**src/rtl/can_pkg.sv**
```systemverilog
// Shared definitions for the CAN receive frame sequencer.
//   field_e    : 4-bit state / field code, also exported on the debug port
//   err_e      : err_code values
//   *_BITS     : fixed field lengths loaded into the field counter
//   data_bits(): number of data bits carried by a frame given RTR and DLC
package can_pkg;

  localparam int CNT_W = 7;

  typedef enum logic [3:0] {
    ST_WAIT_IDLE = 4'd0,
    ST_IDLE      = 4'd1,
    ST_ID_A      = 4'd2,
    ST_IDE       = 4'd3,
    ST_ID_B      = 4'd4,
    ST_RES       = 4'd5,
    ST_DLC       = 4'd6,
    ST_DATA      = 4'd7,
    ST_CRC       = 4'd8,
    ST_CRC_DEL   = 4'd9,
    ST_ACK       = 4'd10,
    ST_ACK_DEL   = 4'd11,
    ST_EOF       = 4'd12,
    ST_IFS       = 4'd13
  } field_e;

  typedef enum logic [2:0] {
    ERR_NONE    = 3'd0,
    ERR_STUFF   = 3'd1,
    ERR_FORM    = 3'd2,
    ERR_CRC     = 3'd3,
    ERR_OVERRUN = 3'd4
  } err_e;

  // Base ID (11) plus RTR/SRR.
  localparam logic [CNT_W-1:0] ID_A_BITS    = 7'd12;
  // Extended ID (18) plus RTR.
  localparam logic [CNT_W-1:0] ID_B_BITS    = 7'd19;
  localparam logic [CNT_W-1:0] RES_STD_BITS = 7'd1;
  localparam logic [CNT_W-1:0] RES_EXT_BITS = 7'd2;
  localparam logic [CNT_W-1:0] DLC_BITS     = 7'd4;
  localparam logic [CNT_W-1:0] CRC_BITS     = 7'd15;

  // Remote frames carry no data; DLC codes beyond max_bytes are clamped.
  function automatic logic [CNT_W-1:0] data_bits(input logic       rtr,
                                                 input logic [3:0] dlc,
                                                 input int         max_bytes);
    int nbytes;
    if (rtr)                        nbytes = 0;
    else if (int'(dlc) > max_bytes) nbytes = max_bytes;
    else                            nbytes = int'(dlc);
    return CNT_W'(nbytes * 8);
  endfunction

endpackage

```
**src/rtl/can_field_counter.sv**
```systemverilog
// Down counter tracking the bits remaining in the current CAN field.
//   clk, rst_n : clock, asynchronous active-low reset (count -> RST_VAL)
//   load       : load load_val (has priority over dec)
//   load_val   : new field length
//   dec        : decrement by one, saturating at zero
//   last       : zero flag for the pending bit -- the decrement in progress
//                lands on zero, i.e. this bit is the last bit of the field
module can_field_counter
  import can_pkg::*;
#(
  parameter logic [CNT_W-1:0] RST_VAL = 7'd11
) (
  input  logic             clk,
  input  logic             rst_n,
  input  logic             load,
  input  logic [CNT_W-1:0] load_val,
  input  logic             dec,
  output logic             last
);

  logic [CNT_W-1:0] count;

  always_ff @(posedge clk or negedge rst_n) begin
    if (!rst_n) begin
      count <= RST_VAL;
    end else if (load) begin
      count <= load_val;
    end else if (dec && (count != '0)) begin
      count <= count - 7'd1;
    end
  end

  assign last = (count == 7'd1);

endmodule

```
**src/rtl/can_frame_sequencer.sv**
```systemverilog
// Bit-level sequencer for the CAN receive datapath. Follows the destuffed
// bit stream SOF..IFS, drives unstuffer/CRC/capture control, checks form and
// CRC, and presents each good frame's descriptor to the SPI side.
//   bit_stb/bit_val/stuff_err : destuffed bit from the unstuffer (0 = dominant)
//   crc_zero                  : CRC remainder zero, sampled on CRC delimiter
//   frame_ack                 : SPI side consumed the descriptor
//   unstuff_en, crc_clr, crc_en, cap_rst : datapath controls (registered)
//   field                     : current field code (can_pkg::field_e)
//   frame_valid, ide, rtr, dlc: descriptor of the last good frame
//   frame_err, err_code       : error pulse and last error code
module can_frame_sequencer
  import can_pkg::*;
#(
  parameter int IDLE_BITS = 11,
  parameter int EOF_BITS  = 7,
  parameter int IFS_BITS  = 3,
  parameter int MAX_BYTES = 8
) (
  input  logic       clk,
  input  logic       rst_n,
  input  logic       bit_stb,
  input  logic       bit_val,
  input  logic       stuff_err,
  input  logic       crc_zero,
  input  logic       frame_ack,
  output logic       unstuff_en,
  output logic       crc_clr,
  output logic       crc_en,
  output logic       cap_rst,
  output logic [3:0] field,
  output logic       frame_valid,
  output logic       frame_err,
  output logic [2:0] err_code,
  output logic       ide,
  output logic       rtr,
  output logic [3:0] dlc
);

  localparam logic [CNT_W-1:0] IDLE_LEN = CNT_W'(IDLE_BITS);
  localparam logic [CNT_W-1:0] EOF_LEN  = CNT_W'(EOF_BITS);
  localparam logic [CNT_W-1:0] IFS_LEN  = CNT_W'(IFS_BITS);

  field_e           state, nxt;
  logic             cnt_load, cnt_last;
  logic [CNT_W-1:0] cnt_val, nbits;

  // Per-bit events decoded from the current state and bit.
  logic ev_err, ev_sof, ev_idle, ev_crc_done, ev_publish;
  err_e ev_code;

  // Working copy of the frame header; published only when EOF completes.
  logic       rtr_w, ide_w;
  logic [3:0] dlc_w, dlc_full;

  assign dlc_full = {dlc_w[2:0], bit_val};
  assign nbits    = data_bits(rtr_w, dlc_full, MAX_BYTES);
  assign field    = state;

  can_field_counter #(.RST_VAL(IDLE_LEN)) u_cnt (
    .clk      (clk),
    .rst_n    (rst_n),
    .load     (cnt_load),
    .load_val (cnt_val),
    .dec      (bit_stb),
    .last     (cnt_last)
  );

  always_comb begin
    // NOTE: every output of this block gets a default first so no path
    // leaves a signal unassigned, which would otherwise infer a latch.
    nxt         = state;
    cnt_load    = 1'b0;
    cnt_val     = '0;
    ev_err      = 1'b0;
    ev_code     = ERR_NONE;
    ev_sof      = 1'b0;
    ev_idle     = 1'b0;
    ev_crc_done = 1'b0;
    ev_publish  = 1'b0;

    if (bit_stb) begin
      case (state)
        ST_WAIT_IDLE: begin
          if (!bit_val) begin
            cnt_load = 1'b1;
            cnt_val  = IDLE_LEN;
          end else if (cnt_last) begin
            nxt     = ST_IDLE;
            ev_idle = 1'b1;
          end
        end
        ST_IDLE: ev_sof = !bit_val;
        ST_ID_A: if (cnt_last) nxt = ST_IDE;
        ST_IDE: begin
          cnt_load = 1'b1;
          if (bit_val) begin
            nxt     = ST_ID_B;
            cnt_val = ID_B_BITS;
          end else begin
            nxt     = ST_RES;
            cnt_val = RES_STD_BITS;
          end
        end
        ST_ID_B: begin
          if (cnt_last) begin
            nxt      = ST_RES;
            cnt_load = 1'b1;
            cnt_val  = RES_EXT_BITS;
          end
        end
        ST_RES: begin
          if (cnt_last) begin
            nxt      = ST_DLC;
            cnt_load = 1'b1;
            cnt_val  = DLC_BITS;
          end
        end
        ST_DLC: begin
          if (cnt_last) begin
            cnt_load = 1'b1;
            if (nbits == '0) begin
              nxt     = ST_CRC;
              cnt_val = CRC_BITS;
            end else begin
              nxt     = ST_DATA;
              cnt_val = nbits;
            end
          end
        end
        ST_DATA: begin
          if (cnt_last) begin
            nxt      = ST_CRC;
            cnt_load = 1'b1;
            cnt_val  = CRC_BITS;
          end
        end
        ST_CRC: begin
          if (cnt_last) begin
            nxt         = ST_CRC_DEL;
            ev_crc_done = 1'b1;
          end
        end
        ST_CRC_DEL: begin
          if (!bit_val) begin
            ev_err  = 1'b1;
            ev_code = ERR_FORM;
          end else if (!crc_zero) begin
            ev_err  = 1'b1;
            ev_code = ERR_CRC;
          end else begin
            nxt = ST_ACK;
          end
        end
        ST_ACK: nxt = ST_ACK_DEL;
        ST_ACK_DEL: begin
          if (!bit_val) begin
            ev_err  = 1'b1;
            ev_code = ERR_FORM;
          end else begin
            nxt      = ST_EOF;
            cnt_load = 1'b1;
            cnt_val  = EOF_LEN;
          end
        end
        ST_EOF: begin
          if (!bit_val) begin
            ev_err  = 1'b1;
            ev_code = ERR_FORM;
          end else if (cnt_last) begin
            nxt        = ST_IFS;
            ev_publish = 1'b1;
            cnt_load   = 1'b1;
            cnt_val    = IFS_LEN;
          end
        end
        ST_IFS: begin
          // Without overload support a dominant bit here starts a new frame.
          if (!bit_val) begin
            ev_sof = 1'b1;
          end else if (cnt_last) begin
            nxt     = ST_IDLE;
            ev_idle = 1'b1;
          end
        end
        default: begin
          nxt      = ST_WAIT_IDLE;
          cnt_load = 1'b1;
          cnt_val  = IDLE_LEN;
        end
      endcase

      // Stuffing applies from the SOF bit through the CRC sequence.
      if (stuff_err && (ev_sof || ((state >= ST_ID_A) && (state <= ST_CRC)))) begin
        ev_err      = 1'b1;
        ev_code     = ERR_STUFF;
        ev_sof      = 1'b0;
        ev_crc_done = 1'b0;
      end

      if (ev_sof) begin
        nxt      = ST_ID_A;
        cnt_load = 1'b1;
        cnt_val  = ID_A_BITS;
      end

      if (ev_err) begin
        nxt      = ST_WAIT_IDLE;
        cnt_load = 1'b1;
        cnt_val  = IDLE_LEN;
      end
    end
  end

  // NOTE: sequential state uses non-blocking assignments so every register
  // samples pre-edge values regardless of statement order in the block.
  always_ff @(posedge clk or negedge rst_n) begin
    if (!rst_n) begin
      state       <= ST_WAIT_IDLE;
      unstuff_en  <= 1'b0;
      crc_clr     <= 1'b1;
      crc_en      <= 1'b0;
      cap_rst     <= 1'b1;
      frame_valid <= 1'b0;
      frame_err   <= 1'b0;
      err_code    <= ERR_NONE;
      ide         <= 1'b0;
      rtr         <= 1'b0;
      dlc         <= 4'd0;
      ide_w       <= 1'b0;
      rtr_w       <= 1'b0;
      dlc_w       <= 4'd0;
    end else begin
      state     <= nxt;
      frame_err <= 1'b0;

      if (frame_ack) frame_valid <= 1'b0;

      if (bit_stb) begin
        case (state)
          ST_ID_A: if (cnt_last) rtr_w <= bit_val;  // tentative RTR (SRR if extended)
          ST_IDE:  ide_w <= bit_val;
          ST_ID_B: if (cnt_last) rtr_w <= bit_val;  // real RTR of an extended frame
          ST_DLC:  dlc_w <= dlc_full;
          default: ;
        endcase
      end

      if (ev_idle) begin
        unstuff_en <= 1'b1;
        crc_clr    <= 1'b1;
        cap_rst    <= 1'b1;
      end

      if (ev_sof) begin
        unstuff_en <= 1'b1;
        crc_clr    <= 1'b0;
        crc_en     <= 1'b1;
        cap_rst    <= 1'b0;
      end

      if (ev_crc_done) begin
        unstuff_en <= 1'b0;
        crc_en     <= 1'b0;
      end

      // Publishing overrides a same-cycle frame_ack; an unconsumed
      // descriptor being overwritten is reported as an overrun.
      if (ev_publish) begin
        ide         <= ide_w;
        rtr         <= rtr_w;
        dlc         <= dlc_w;
        frame_valid <= 1'b1;
        if (frame_valid && !frame_ack) begin
          err_code  <= ERR_OVERRUN;
          frame_err <= 1'b1;
        end
      end

      if (ev_err) begin
        frame_err  <= 1'b1;
        err_code   <= ev_code;
        crc_clr    <= 1'b1;
        cap_rst    <= 1'b1;
        unstuff_en <= 1'b0;
        crc_en     <= 1'b0;
      end
    end
  end

endmodule
```
**config.mk**
```make
export PLATFORM = sky130hd
export DESIGN_NAME = can_frame_sequencer
export DESIGN_NICKNAME = d
export VERILOG_FILES = /design/src/rtl/can_pkg.sv /design/src/rtl/can_field_counter.sv /design/src/rtl/can_frame_sequencer.sv
export SDC_FILE = /design/constraint.sdc
export NUM_CORES = 1
export LEC_CHECK = 0
export ABC_AREA = 1
export CAP_MARGIN = 10
export CORE_AREA = 2 2 62 64
export DETAILED_ROUTE_END_ITERATION = 10
export DIE_AREA = 0 0 64 66
export PLACE_DENSITY = 0.84
export SKIP_LAST_GASP = 1
export SLEW_MARGIN = 0
export SYNTH_ARGS = -nofsm -noshare
export SYNTH_HDL_FRONTEND = slang
export SYNTH_SLANG_ARGS = --single-unit
```
**constraint.sdc**
```tcl
create_clock -name clk -period 3.8 [get_ports clk]
set_input_delay 0.57 -clock clk [delete_from_list [all_inputs] [get_ports clk]]
set_output_delay 0.57 -clock clk [all_outputs]
set_load 0.01 [all_outputs]
```
# Yosys cells after proc, flatten, opt, wreduce, memory -nomap -nowiden
# Cells that the tools add are included.
classes:
  muxes: 85
  div: 0
  order_cmp: 3
  bitwise: 0
  reduce_logical: 27
  add_sub_neg: 1
  shifts: 0
  multipliers: 0
  eq_ne: 28
op_table:
  columns: ["op", "count"]
  rows:
  - ["$mux 4", 20]
  - ["$pmux 7 s9", 1]
  - ["$pmux 4 s13", 1]
  - ["$mux 7", 7]
  - ["$ne 4x4->1 const B", 11]
  - ["$mux 1", 38]
  - ["$eq 4x4->1 const B", 6]
  - ["$mux 3", 7]
  - ["$eq 4x3->1 const B", 4]
  - ["$reduce_and 15->1", 1]
  - ["$mux 2", 6]
  - ["$eq 4x2->1 const B", 2]
  - ["$ne 4x1->1 const B", 2]
  - ["$reduce_bool 2->1", 4]
  - ["$eq 7x1->1 const B", 1]
  - ["$logic_not 7->1", 1]
  - ["$reduce_bool 7->1", 1]
  - ["$sub 7x1->7 const B", 1]
  - ["$reduce_and 2->1", 3]
  - ["$reduce_bool 3->1", 2]
  - ["$reduce_or 2->1", 3]
  - ["$reduce_or 6->1", 1]
  - ["$mux 5", 1]
  - ["$pmux 1 s5", 1]
  - ["other kinds (14)", 19]
totals:
  word_cells: 158
  mem_bits_rw: 0
  memories: 0
  regBits: 31
  in_bits: 7
  latchBits: 0
  out_inout_bits: 19
  rom_bits: 0

# Longest topological paths before layout
logic_depth:
  ltp_word: 11
  depth_mapped: 16

# Modules after synthesis
# From an unflattened synthesis, not the netlist that was laid out.
hier_totals:
  cells_unflattened: 308
  area_unflattened_um2: 2224.6
modules_own_cells:
  columns: ["mod", "instances", "area_each_um2", "cells_per_inst"]
  rows:
  - ["can_frame_sequencer", 1, 1652.8, 232]
  - ["can_field_counter", 1, 571.8, 76]

# Worst setup path before layout
# No wires, ideal clock.
synth_path:
  kind: "input to register"
  from: "input port bit_val"
  to: "register u_cnt.count[5]"
  setup_slack_ns: 2.010
  cell_stages: 12
  arrival_ns: 1.673
  n_path_buf: 1
  setup_time_ns: 0.117
  cell_sequence: "buf_2 > inv_2 > nand3_1 > nand2_1 > nor2_2 > nand3_1 > nor2_2 > nand2_4 > nand2_4 > nand2_4 > nor2_1 > nor2_1"
synth_via:
  elab_chain_cells: 11
synth_lines:
  columns: ["element", "line_no", "text"]
  rows:
  - ["start: declaration", "can_frame_sequencer.sv:22", "input logic bit_val,"]
  - ["$gt 4x4->1 (tied with other cells)", "can_pkg.sv:50", "else if (int'(dlc) > max_bytes) nbytes = max_bytes;"]
  - ["$mux 4 / $pmux 1 s2 (equally long branches)", "can_pkg.sv:50, can_frame_sequencer.sv:82", null]
  - ["$mux 4 / $mux 1 (equally long branches)", "can_pkg.sv:49, can_frame_sequencer.sv:81", null]
  - ["$logic_not 7->1 / $logic_or 1x1->1 (equally long branches)", "can_frame_sequencer.sv:121, can_frame_sequencer.sv:193", null]
  - ["$mux 7 / $logic_and 1x1->1 (equally long branches)", "can_frame_sequencer.sv:121, can_frame_sequencer.sv:193", null]
  - ["$mux 7 / $mux 1 (equally long branches)", "can_frame_sequencer.sv:119, can_frame_sequencer.sv:193", null]
  - ["$pmux 7 s9 / $mux 1 (equally long branches)", "can_frame_sequencer.sv:82, can_frame_sequencer.sv:81", null]
  - ["$mux 7 / $mux 1 (equally long branches)", "can_frame_sequencer.sv:200", "if (ev_sof) begin"]
  - ["$mux 7 / $mux 1 (equally long branches)", "can_frame_sequencer.sv:206", "if (ev_err) begin"]
  - ["$mux 7 / $mux 1 (equally long branches)", "can_frame_sequencer.sv:81", "if (bit_stb) begin"]
  - ["$mux 7 / $reduce_bool 2->1 (equally long branches)", null, null]
  - ["end signal: assignment", "can_field_counter.sv:27", "count <= load_val;"]
  - ["end signal: assignment", "can_field_counter.sv:29", "count <= count - 7'd1;"]
  - ["end: declaration", "can_field_counter.sv:21", "logic [CNT_W-1:0] count;"]
# Several ways; a longest one is shown, not always the timed one. The select of a mux whose other input is x is not followed.
# A chain may end at the register's enable or synchronous reset.

# Final worst setup path
layout_path:
  from: "input port bit_val"
  to: "register u_cnt.count[2]"
# The elaborated chain is that of the path after synthesis.

==> flow_metrics.tcl <==
set metrics [dict create \
    outcome "finished clean" \
    syn_nets 302 \
    grt_start_max_net_pins 32 \
    rrSetupSlack_ns 1.73 \
    required_ns 4.04 \
    final_cell_mix "nand2_1, inv_1, nand3_1" \
    rsz0062_at_grt "no" \
    drc_errors 0 \
    drt-initial-drc-count 207 \
    setup_viol 0 \
    hold_violations 0 \
    finalCritPeriodShare 0.581 \
    portBuffers 25 \
    place.gp.congestion 0.984 \
    r2r_start "u_cnt.count[0]" \
    fin_nets 330 \
    fillers 303 \
    grt_pass1_vias 1947 \
    layout.cells.most_common "nand2_1" \
    power_density_mw_per_mm2 704 \
    cts_hold_buf 0 \
    slew_viol_final 0 \
    die_h_um 66 \
    grt_usage 0.268 \
    seq_area_frac_synth 0.377 \
    vias 2029 \
    drtAntennaViolNets 0 \
    syn-cell-area_mm2 0.00207 \
    synthSimpleGateAreaFrac 0.396 \
    die-area_mm2 0.00422 \
    reg2regPathDepth 7 \
    ctsResizeCount 0 \
    worstSkewPairLatency_ns 0.34 \
    multi_input_area_mm2 0.00111 \
    htree_levels 2 \
    leakagePower_nw 1.24 \
    cap_violations 0 \
    yosys_warnings 0 \
    grt_pass1_wl_um 8850 \
    drt_first_pass_iters 4 \
    cts_setup_buffers 0 \
    synthAdderAreaFrac 0.0181 \
    setup_tns_ns 0 \
    clock_sinks 31 \
    path_clk_slew_ns 0.10 \
    fmax_ghz 0.453 \
    cts_buffer_depth 2 \
    clock-skew-final_ns 0.0192 \
    fin_cells 369 \
    slew_headroom 0.698 \
    min_to "u_cnt.count[1]" \
    ys_ff_latch 31 \
    core_mm2 0.00355 \
    hold_start "u_cnt.count[1]" \
    yosysUniqueCellTypes 32 \
    start_kind "primary input" \
    ir_drop_mv 0.334 \
    wirelength_um 5140 \
    synthCells 292 \
    floorplan.io_pins 26 \
    dp_hpwl_um 3880 \
    wl_per_cell_um 13.9 \
    cts-root-buf "clkbuf_4" \
    cp_data_arrival_time_ns 2.45 \
    min_path_type "reg2reg" \
    num_antenna_cells 0 \
    muxShareOfSynthArea 0.00544 \
    regToRegEndpoint "dlc[3]" \
    cts_tree "built" \
    syn_area_per_cell_um2 7.09 \
    synth_top_family_by_area "simple AND/OR/NAND/NOR gates" \
    rows 22 \
    vias_per_cell 5.50 \
    dpl.cell_count 361 \
    critPathMaxFanout 10 \
    start_util 0.583 \
    overflow 0 \
    synthXorXnorAreaFrac 0.0211 \
    seqCellArea_um2 781 \
    min_path_cells 2 \
    die_w_um 64 \
    period_minus_slack_ns 2.21 \
    crit_path_end_kind "register" \
    cts_buffers 5 \
    critPathKind "in2reg" \
    drive_gt1_frac 0.140 \
    worst_pin_slew_ns 0.452 \
    antenna_found_initial 0 \
    synth-compound-area-share 0.0931 \
    synthToLayoutAreaGrowth_pct 18.1 \
]
## state kept, by name (all words and copies together) (netlist names)
name and count:
frame_valid 1, frame_err 1, err_code 3, field 4
ide_w 1, ide 1, dlc_w 4, crc_en 1
u_cnt.count 7, rtr 1, cap_rst 1, rtr_w 1
dlc 4, unstuff_en 1
## metal layers
metal	track usage	share of wire
met4	0.0924	0.020
met2	0.460	0.48
met3	0.0426	0.051
met5	0	0
met1	0.344	0.45
## logic make-up after synthesis
family,count (synthesis)
flops,31
buf+inv,44
xor+xnor,5
mux,1
fa+ha+maj,3
simple gates,174
compound gates,34
## critical path, stage by stage
cell and delay, ns:
clkdlybuf4s50_1 0.71, inv_2 0.17, nand3_1 0.16, nand2_1 0.08, nor2_2 0.14, nand4_2 0.15
nor2_4 0.15, nand2_1 0.07, nand2_2 0.11, nand2_1 0.06, nand2_1 0.05, inv_1 0.03
## synthesized netlist by cell type
master,n,share of area
nand2_1,84,0.15
inv_1,30,0.054
nand3_1,30,0.073
dfrtp_1,27,0.33
nor2_1,22,0.040
o21ai_0,21,0.051
nand4_1,9,0.027
nor2_2,8,0.024
inv_2,6,0.011
nand2_2,6,0.018
o21ai_1,5,0.012
a21oi_1,4,0.0097
dfstp_2,4,0.051
nand2_4,4,0.022
nor3_1,4,0.0097
xnor2_1,4,0.017
ha_1,3,0.018
nor4_1,3,0.0091
buf_2,2,0.0048
clkbuf_1,2,0.0036
nor2_4,2,0.011
o2111ai_1,2,0.0085
a21boi_4,1,0.0091
buf_4,1,0.0036
buf_6,1,0.0054
clkinv_1,1,0.0018
inv_6,1,0.0042
mux2_2,1,0.0054
nand3_2,1,0.0048
nand4_2,1,0.0060
o22ai_1,1,0.0030
xor2_1,1,0.0042
## worst max-delay path by stage
stage / from / to / cells past startpoint
2_1_floorplan: bit_val / u_cnt.count[5] / 12
3_3_place_gp: bit_val / u_cnt.count[2] / 12
3_5_place_dp: bit_val / u_cnt.count[2] / 12
4_1_cts: bit_val / u_cnt.count[2] / 12
5_1_grt: bit_val / u_cnt.count[2] / 12
6_report: bit_val / u_cnt.count[2] / 12
## power breakdown
part           switching (W)  total [W]  internal [W]
sequential          0.000106   0.000550      0.000444
clock               0.000121   0.000276      0.000155
combinational       0.000550   0.000897      0.000347
total               0.000777    0.00172      0.000947
## layout make-up
cell class / count / share of cell area
Timing Repair Buffer: 27 / 0.108
Sequential cell: 31 / 0.319
Tap cell: 48 / 0.0246
Clock inverter: 2 / 0.0143
Multi-Input combinational cell: 217 / 0.452
Clock buffer: 6 / 0.0210
Inverter: 38 / 0.0604
## through the flow
step / setup WS [ns] / util / power (W) / area, µm² / hold WS [ns]
2_1_floorplan: 2.01 / - / 0.00119 / 2070 / 0.274
3_3_place_gp: 1.33 / 0.665 / 0.00144 / 2360 / 0.458
3_5_place_dp: 1.27 / 0.665 / 0.00144 / 2360 / 0.467
4_1_cts: 1.62 / 0.689 / 0.00172 / 2450 / 0.490
5_1_grt: 1.44 / 0.689 / 0.00187 / 2450 / 0.499
6_report: 1.59 / 0.689 / 0.00172 / 2450 / 0.485
Note: power is estimated with default switching activity, not from simulation.
